<file path="src/rtl/vram_arbiter.sv">
// vram_arbiter: single-port VRAM access arbiter (VGA fetch > clear engine > CPU command FIFO).
// Define VRAM_CLEAR_EN to build the fill engine; without it clr_* inputs are ignored and clr_busy is 0.
module vram_arbiter #(
  parameter int ADDR_W     = 13,
  parameter int DATA_W     = 11,
  parameter int VRAM_WORDS = 4800,
  parameter int WQ_DEPTH   = 4
) (
  input  logic              vga_clk,
  input  logic              rst,
  input  logic              vga_rdn,
  input  logic [ADDR_W-1:0] vga_addr,
  output logic [DATA_W-1:0] vram_out,
  input  logic              cpu_req,
  input  logic              cpu_we,
  input  logic [ADDR_W-1:0] cpu_addr,
  input  logic [DATA_W-1:0] cpu_wdata,
  output logic              cpu_ready,
  output logic [DATA_W-1:0] cpu_rdata,
  output logic              cpu_rvalid,
  input  logic              clr_start,
  input  logic [DATA_W-1:0] clr_data,
  output logic              clr_busy,
  output logic [ADDR_W-1:0] ram_addr,
  output logic              ram_we,
  output logic [DATA_W-1:0] ram_din,
  input  logic [DATA_W-1:0] ram_dout
);
  localparam int PTR_W = (WQ_DEPTH > 1) ? $clog2(WQ_DEPTH) : 1;
  localparam int ENT_W = 1 + ADDR_W + DATA_W;
  localparam logic [ADDR_W-1:0] LAST_ADDR = ADDR_W'(VRAM_WORDS - 1);

  logic [ENT_W-1:0]  fifo_mem [WQ_DEPTH];
  logic [PTR_W-1:0]  wr_ptr_reg, rd_ptr_reg;
  logic [PTR_W:0]    count_reg;
  logic              full, empty, push, issue;
  logic [ENT_W-1:0]  head;
  logic              head_we, head_in_range;
  logic [ADDR_W-1:0] head_addr;
  logic [DATA_W-1:0] head_wdata;
  logic              idle, clr_access;
  logic [ADDR_W-1:0] clr_addr;
  logic [DATA_W-1:0] clr_wdata;

  assign full  = (count_reg == (PTR_W+1)'(WQ_DEPTH));
  assign empty = (count_reg == '0);

  assign head          = fifo_mem[rd_ptr_reg];
  assign head_we       = head[ENT_W-1];
  assign head_addr     = head[DATA_W +: ADDR_W];
  assign head_wdata    = head[DATA_W-1:0];
  assign head_in_range = (head_addr <= LAST_ADDR);

  // Reset is folded in combinationally so nothing is accepted or written while it is held.
  assign cpu_ready = ~rst & ~full & idle;
  assign push      = cpu_req & cpu_ready;
  assign issue     = vga_rdn & ~empty & ~rst & ~clr_access;

  genvar gi;
  generate
    for (gi = 0; gi < WQ_DEPTH; gi++) begin : g_entry
      logic [ENT_W-1:0] entry_reg;
      always_ff @(posedge vga_clk) begin
        if (push && wr_ptr_reg == PTR_W'(gi))
          entry_reg <= {cpu_we, cpu_addr, cpu_wdata};
      end
      assign fifo_mem[gi] = entry_reg;
    end
  endgenerate

  always_ff @(posedge vga_clk) begin
    if (rst) begin
      wr_ptr_reg <= '0;
      rd_ptr_reg <= '0;
      count_reg  <= '0;
      cpu_rdata  <= '0;
      cpu_rvalid <= 1'b0;
    end else begin
      if (push)
        wr_ptr_reg <= wr_ptr_reg + PTR_W'(1);
      if (issue)
        rd_ptr_reg <= rd_ptr_reg + PTR_W'(1);
      case ({push, issue})
        2'b10:   count_reg <= count_reg + (PTR_W+1)'(1);
        2'b01:   count_reg <= count_reg - (PTR_W+1)'(1);
        default: count_reg <= count_reg;
      endcase
      cpu_rvalid <= issue & ~head_we;
      if (issue && !head_we)
        cpu_rdata <= head_in_range ? ram_dout : '0;
    end
  end

`ifdef VRAM_CLEAR_EN
  typedef enum logic [1:0] {IDLE, DRAIN, CLEAR} state_t;
  state_t            state_reg;
  logic [ADDR_W-1:0] clr_ptr_reg;
  logic [DATA_W-1:0] clr_data_reg;

  assign idle       = (state_reg == IDLE);
  assign clr_busy   = ~idle;
  assign clr_access = (state_reg == CLEAR) & vga_rdn & ~rst;
  assign clr_addr   = clr_ptr_reg;
  assign clr_wdata  = clr_data_reg;

  always_ff @(posedge vga_clk) begin
    if (rst) begin
      state_reg    <= IDLE;
      clr_ptr_reg  <= '0;
      clr_data_reg <= '0;
    end else begin
      case (state_reg)
        IDLE: if (clr_start) begin
          clr_data_reg <= clr_data;
          state_reg    <= DRAIN;
        end
        // Backlogged CPU commands finish before the fill starts, preserving their order.
        DRAIN: if (empty) begin
          clr_ptr_reg <= '0;
          state_reg   <= CLEAR;
        end
        CLEAR: if (vga_rdn) begin
          if (clr_ptr_reg == LAST_ADDR)
            state_reg <= IDLE;
          else
            clr_ptr_reg <= clr_ptr_reg + ADDR_W'(1);
        end
        default: state_reg <= IDLE;
      endcase
    end
  end
`else
  logic unused_clr;
  assign unused_clr = ^{clr_start, clr_data};
  assign idle       = 1'b1;
  assign clr_busy   = 1'b0;
  assign clr_access = 1'b0;
  assign clr_addr   = '0;
  assign clr_wdata  = '0;
`endif

  always_comb begin
    ram_addr = vga_addr;
    ram_we   = 1'b0;
    ram_din  = '0;
    if (vga_rdn) begin
      if (clr_access) begin
        ram_addr = clr_addr;
        ram_we   = 1'b1;
        ram_din  = clr_wdata;
      end else if (issue) begin
        ram_addr = head_addr;
        ram_we   = head_we & head_in_range;
        ram_din  = head_wdata;
      end
    end
  end

  assign vram_out = ram_dout;
endmodule

</file>
<file path="config.mk">
export PLATFORM = sky130hd
export DESIGN_NAME = vram_arbiter
export DESIGN_NICKNAME = d
export VERILOG_FILES = /design/src/rtl/vram_arbiter.sv
export SDC_FILE = /design/constraint.sdc
export NUM_CORES = 1
export LEC_CHECK = 0
export BUFFER_PORTS_ARGS = -buffer_cell sky130_fd_sc_hd__buf_2
export CAP_MARGIN = 20
export CORE_AREA = 2 2 132 134
export DETAILED_ROUTE_END_ITERATION = 12
export DIE_AREA = 0 0 134 136
export GPL_ROUTABILITY_DRIVEN = 0
export GPL_TIMING_DRIVEN = 0
export HOLD_SLACK_MARGIN = 0.1
export PLACE_DENSITY_LB_ADDON = 0.15
export RECOVER_POWER = 100
export SLEW_MARGIN = 20
export SYNTH_ARGS = -nofsm -noshare
export SYNTH_HDL_FRONTEND = slang
export SYNTH_SLANG_ARGS = --single-unit
</file>
<file path="constraint.sdc">
create_clock -name vga_clk -period 7.23 [get_ports vga_clk]
set_input_delay 0.3615 -clock vga_clk [delete_from_list [all_inputs] [get_ports vga_clk]]
set_output_delay 0.3615 -clock vga_clk [all_outputs]
set_load 0.05 [all_outputs]
</file>
* Yosys cells after proc, flatten, opt, wreduce, memory -nomap -nowiden
Cells that the tools add are included.
** Operators by class
- Add/subtract/negate cells :: 4
- Order comparisons :: 2
- Equality and inequality tests :: 6
- Mux-type cells :: 11
- Bitwise operators :: 11
- Reductions and logical operators :: 9
** Operators with widths (count)
- $bmux 25 s2 :: 1
- $mux 25 :: 2
- $mux 11 :: 3
- $mux 13 :: 2
- $le 13x13->1 const B :: 1
- $and 1x1->1 :: 6
- $eq 2x2->1 const B :: 3
- $pmux 3 s2 :: 1
- $logic_and 1x1->1 :: 5
- $add 2x1->2 const B :: 2
- $eq 2x1->1 const B :: 2
- $not 1->1 :: 4
- $add 3x1->3 const B :: 1
- $eq 3x3->1 const B :: 1
- $ge 3x3->1 const B :: 1
- $logic_not 3->1 :: 1
- $not 2->3 :: 1
- $sub 3x1->3 const B :: 1
- $logic_not 2->1 :: 1
- $mux 1 :: 2
- $reduce_bool 2->1 :: 1
- $logic_not 1->1 :: 1
** Storage, ports and cells
- Register bits after elaboration :: 119
- Bits of input ports :: 65
- Output and inout bits :: 50

* Logic depth before layout (Yosys ltp)
- Word-level depth :: 8
- Gate-level depth with buffers :: 9
- Depth with buffers taken out :: 9

* Least setup slack after synthesis
OpenSTA, ideal clock, no wires.
- Path type :: register to output
- Start :: reg rd_ptr_reg[0]
- End :: out ram_we
- Arrival :: 2244 ps
- Path slack :: 4625 ps
- Stages on the path, launching flop included :: 6
- Buffers on the path :: 1
- Cell sequence :: dfxtp_1 > buf_6 > mux4_1 > a211oi_1 > nand2_1 > a21oi_1
** Between the ends
- Word-level cells in the longest chain between the ends :: 8
** RTL lines
- from (decl) :: RTL line 34 : logic [PTR_W-1:0] wr_ptr_reg, rd_ptr_reg;
- from (signal assigned) :: RTL line 82 : rd_ptr_reg <= rd_ptr_reg + PTR_W'(1);
- $not 2->3 (not written as such) * :: RTL line 48 : assign head = fifo_mem[rd_ptr_reg];
- $bmux 25 s2 * :: RTL line 48
- $mux 25 (not written as such) * (2 in a row) :: RTL line 48
- $le 13x13->1 :: RTL line 52 : assign head_in_range = (head_addr <= LAST_ADDR);
- $and 1x1->1 * :: RTL line 153 : ram_we = head_we & head_in_range;
- $mux 1 * :: RTL line 151 : end else if (issue) begin
- $mux 1 * :: RTL line 146 : if (vga_rdn) begin
- to (decl) :: RTL line 25 : output logic ram_we,
Mark *: on every way between the ends. The rest lies on a longest branch, timed or not. The select of a mux whose other input is x is not followed.

* Final worst setup path
- Start :: reg rd_ptr_reg[1]
- End :: out ram_din[8]
** Between the ends
- Word-level cells in the longest chain between the ends :: 6
** RTL lines
- $not 2->3 (not written as such) :: RTL line 48
- $bmux 25 s2 :: RTL line 48
- $mux 25 (not written as such) (2 in a row) :: RTL line 48
- $mux 11 :: RTL line 151
- $mux 11 :: RTL line 146
- to (decl) :: RTL line 26 : output logic [DATA_W-1:0] ram_din,
Every way passes these cells. The select of a mux whose other input is x is not followed.

==> impl_metrics.json <==
{
  "die_area_um2": 18200,
  "grt_pass1_wl_mm": 16.9,
  "skew_ps": 9.53,
  "first_global_vias": 2991,
  "areaGrowthSynthToFinish_pct": 25.5,
  "yosysUniqueCellTypes": 32,
  "cp_slowest_stage_delay_ps": 640,
  "crit_path_cell_trace": "clkbuf_1, clkbuf_1, clkbuf_1, mux4_2, and2_1, clkbuf_1",
  "drcViolationCount": 0,
  "wire_per_inst_um": 17.1,
  "synthTopCellsByArea": "edfxtp_1 (60%), mux4_2 (9.5%), dfxtp_1 (7.6%), mux2_2 (2.9%), or4b_1 (2.2%)",
  "fp.dieH_um": 136,
  "cp_slowest_cell": "clkbuf_1",
  "critPathKind": "flip-flop to output port",
  "core_area_um2": 16900,
  "r2r_slack_ps": 3970,
  "tritoncts": "done",
  "numCtsBuffers": 17,
  "grt_max_degree": 22,
  "drtIter0Drc": 117,
  "peakVddDrop_mv": 0.249,
  "worst_pin_slew_ps": 1500,
  "vias": 2930,
  "yosys.area.top_type": "edfxtp_1",
  "violations": "max-capacitance violations",
  "reg2reg_from": "count_reg[0]",
  "cp_data_required_time_ps": 6870,
  "totalWireLength_mm": 11.2,
  "drive_gt1_share_pct": 24.6,
  "nets": 485,
  "hold_violations": 0,
  "critPathLaunchType": "flip-flop",
  "cts_resized": 0,
  "cts-root-buf": "clkbuf_16",
  "avgSynthCellArea_um2": 17.2,
  "critical_path.most_common_cell": "clkbuf_1",
  "seq_area_frac_synth_pct": 67.9,
  "syn-num-nets": 361,
  "pin_count": 115,
  "yosys_warnings": 0,
  "placementRows": 48,
  "finalSetupTns_ps": 0,
  "status": "finished, violations left",
  "hpwlAfterDp_mm": 7.34,
  "cts_num_sinks": 119,
  "synth_mux_area_share_pct": 14.5,
  "leakagePower_nw": 2.07,
  "setup_viol_count_final": 0,
  "globalRouteTotalUtil_pct": 12.9,
  "ys_ff_latch": 119,
  "cts_buffer_depth": 2,
  "p_per_area_nw_per_um2": 281,
  "clk_pin_slew_ps": 50,
  "port_buffers": 101,
  "post_cts_buffers": 0,
  "synthXorXnorAreaFrac_pct": 0.879,
  "grt_overflow_total": 0,
  "synth_compound_area_share_pct": 0.955,
  "hold_buffers": 0,
  "p_total_mw": 1.76,
  "crit_arrival_ps": 3310,
  "synthSimpleGateAreaFrac_pct": 9.90,
  "synth_top_family_by_area": "multiplexers",
  "startpoint": "rd_ptr_reg[1]",
  "synthCells": 290,
  "end_kind": "output port",
  "first_pass_iters": 4,
  "min_period_ps": 3670,
  "die_w_um": 134,
  "slew_viol_final": 0,
  "h-tree-depth": 4,
  "finalCritPeriodShare_pct": 50.7,
  "clock_latency_ps": 410,
  "vias_per_cell": 4.49,
  "syn-cell-area_um2": 4980,
  "maxSlewHeadroom_pct": 0.0840,
  "rsz0062_at_grt": "no",
  "antenna_found_initial": 0,
  "hold_path.class": "primary input to flip-flop",
  "synth_top_area_share_pct": 60.3,
  "pre_cts_ws_ps": 3820,
  "fin_ws_ps": 3560,
  "initial_core_util_pct": 29.5,
  "postRouteAntennaNets": 0,
  "drv_cap": 1,
  "largest_reg_flops": 100,
  "hold_start": "ram_dout[4]",
  "synth_adder_area_share_pct": 1.66,
  "postLayoutCoreUtil_pct": 37.0,
  "cp_max_fo": 10,
  "max_freq_ghz": 0.273
}
-- final timing paths --
kind,endpoint,cells past startpoint
max,ram_din[8],6
min,cpu_rdata[4],3
max reg2reg,g_entry[2].entry_reg[8],4
min reg2reg,cpu_rdata[3],2
-- cells in the final DEF (no fill, tap or decap), types with 3 or more instances in the layout --
master / count
clkinvlp_4: 3
mux2_2: 12
xnor2_1: 3
and2_0: 4
inv_1: 8
dfxtp_1: 19
mux4_1: 4
clkbuf_16: 17
buf_4: 12
edfxtp_1: 100
nand3b_1: 11
mux4_2: 21
nand4_1: 11
and2_1: 11
buf_2: 30
nand3_1: 12
nor2_1: 8
clkinv_1: 4
ha_1: 5
clkbuf_1: 90
nand2_1: 3
a21oi_1: 4
or4b_1: 11
-- critical path: cells and delay by family (launching register included) --
kind          cells  cell delay (ps)
simple gates      1              150
mux               1              330
flops             1              300
buf+inv           4             2120
-- per-layer routing --
metal / share of wire, % / wire length, um / up-vias / track usage [%]
met1: 46 / 5160 / 1453 / 16.2
met3: 5.3 / 589 / 7 / 4.81
li1: - / - / 1381 / -
met2: 48 / 5340 / 89 / 20.8
met5: 0 / 0 / - / 0
met4: 0.55 / 61 / 0 / 4.14
-- power by group --
group | switching (mW) | internal [mW]
logic | 0.130 | 0.0622
registers | 0.00696 | 0.767
clock network | 0.293 | 0.500
-- area by class of cell --
cell class	instances	area, um2
tap	225	282
antenna	1	2.50
sequential	119	3380
inverter	8	30.0
multi-input combinational	134	1400
timing repair buffer	105	429
clock buffer	17	425
buffer	29	171
clock inverter	14	134
fill	1636	10600
-- kinds of logic (layout without fill, tap and decap cells) --
family,count (synthesis),after routing
other,1,2
and+or+nand+nor,76,76
muxes,38,38
buffers and inverters,37,173
adders and majority gates,6,6
AOI/OAI and AO/OA,8,8
xor gates and xnor gates,5,5
DFF,119,119
-- per-stage QoR --
stage                     cells  area (um2)  hold WS (ps)
after global routing        651        6250           202
after detailed placement    620        5870           484
final                       652        6250           217
after CTS                   651        6430           149
after global placement      616        5770           487
after floorplan             290        4980           460
-- cells in the mapped netlist, drive strengths merged --
library cell / instances
nor3b: 1
xnor2: 3
edfxtp: 100
a211oi: 2
nand2b: 1
buf: 18
inv: 8
nand4: 11
nand3: 12
and2: 15
nand2: 3
dfxtp: 19
nor3: 1
nor2: 8
xor2: 2
or4b: 11
clkbuf: 11
nand3b: 11
mux4: 25
ha: 5
o21ai: 1
a21oi: 4
o31ai: 1
conb: 1
fa: 1
mux2: 13
or3: 2
Note: power is estimated with default switching activity, not from simulation.
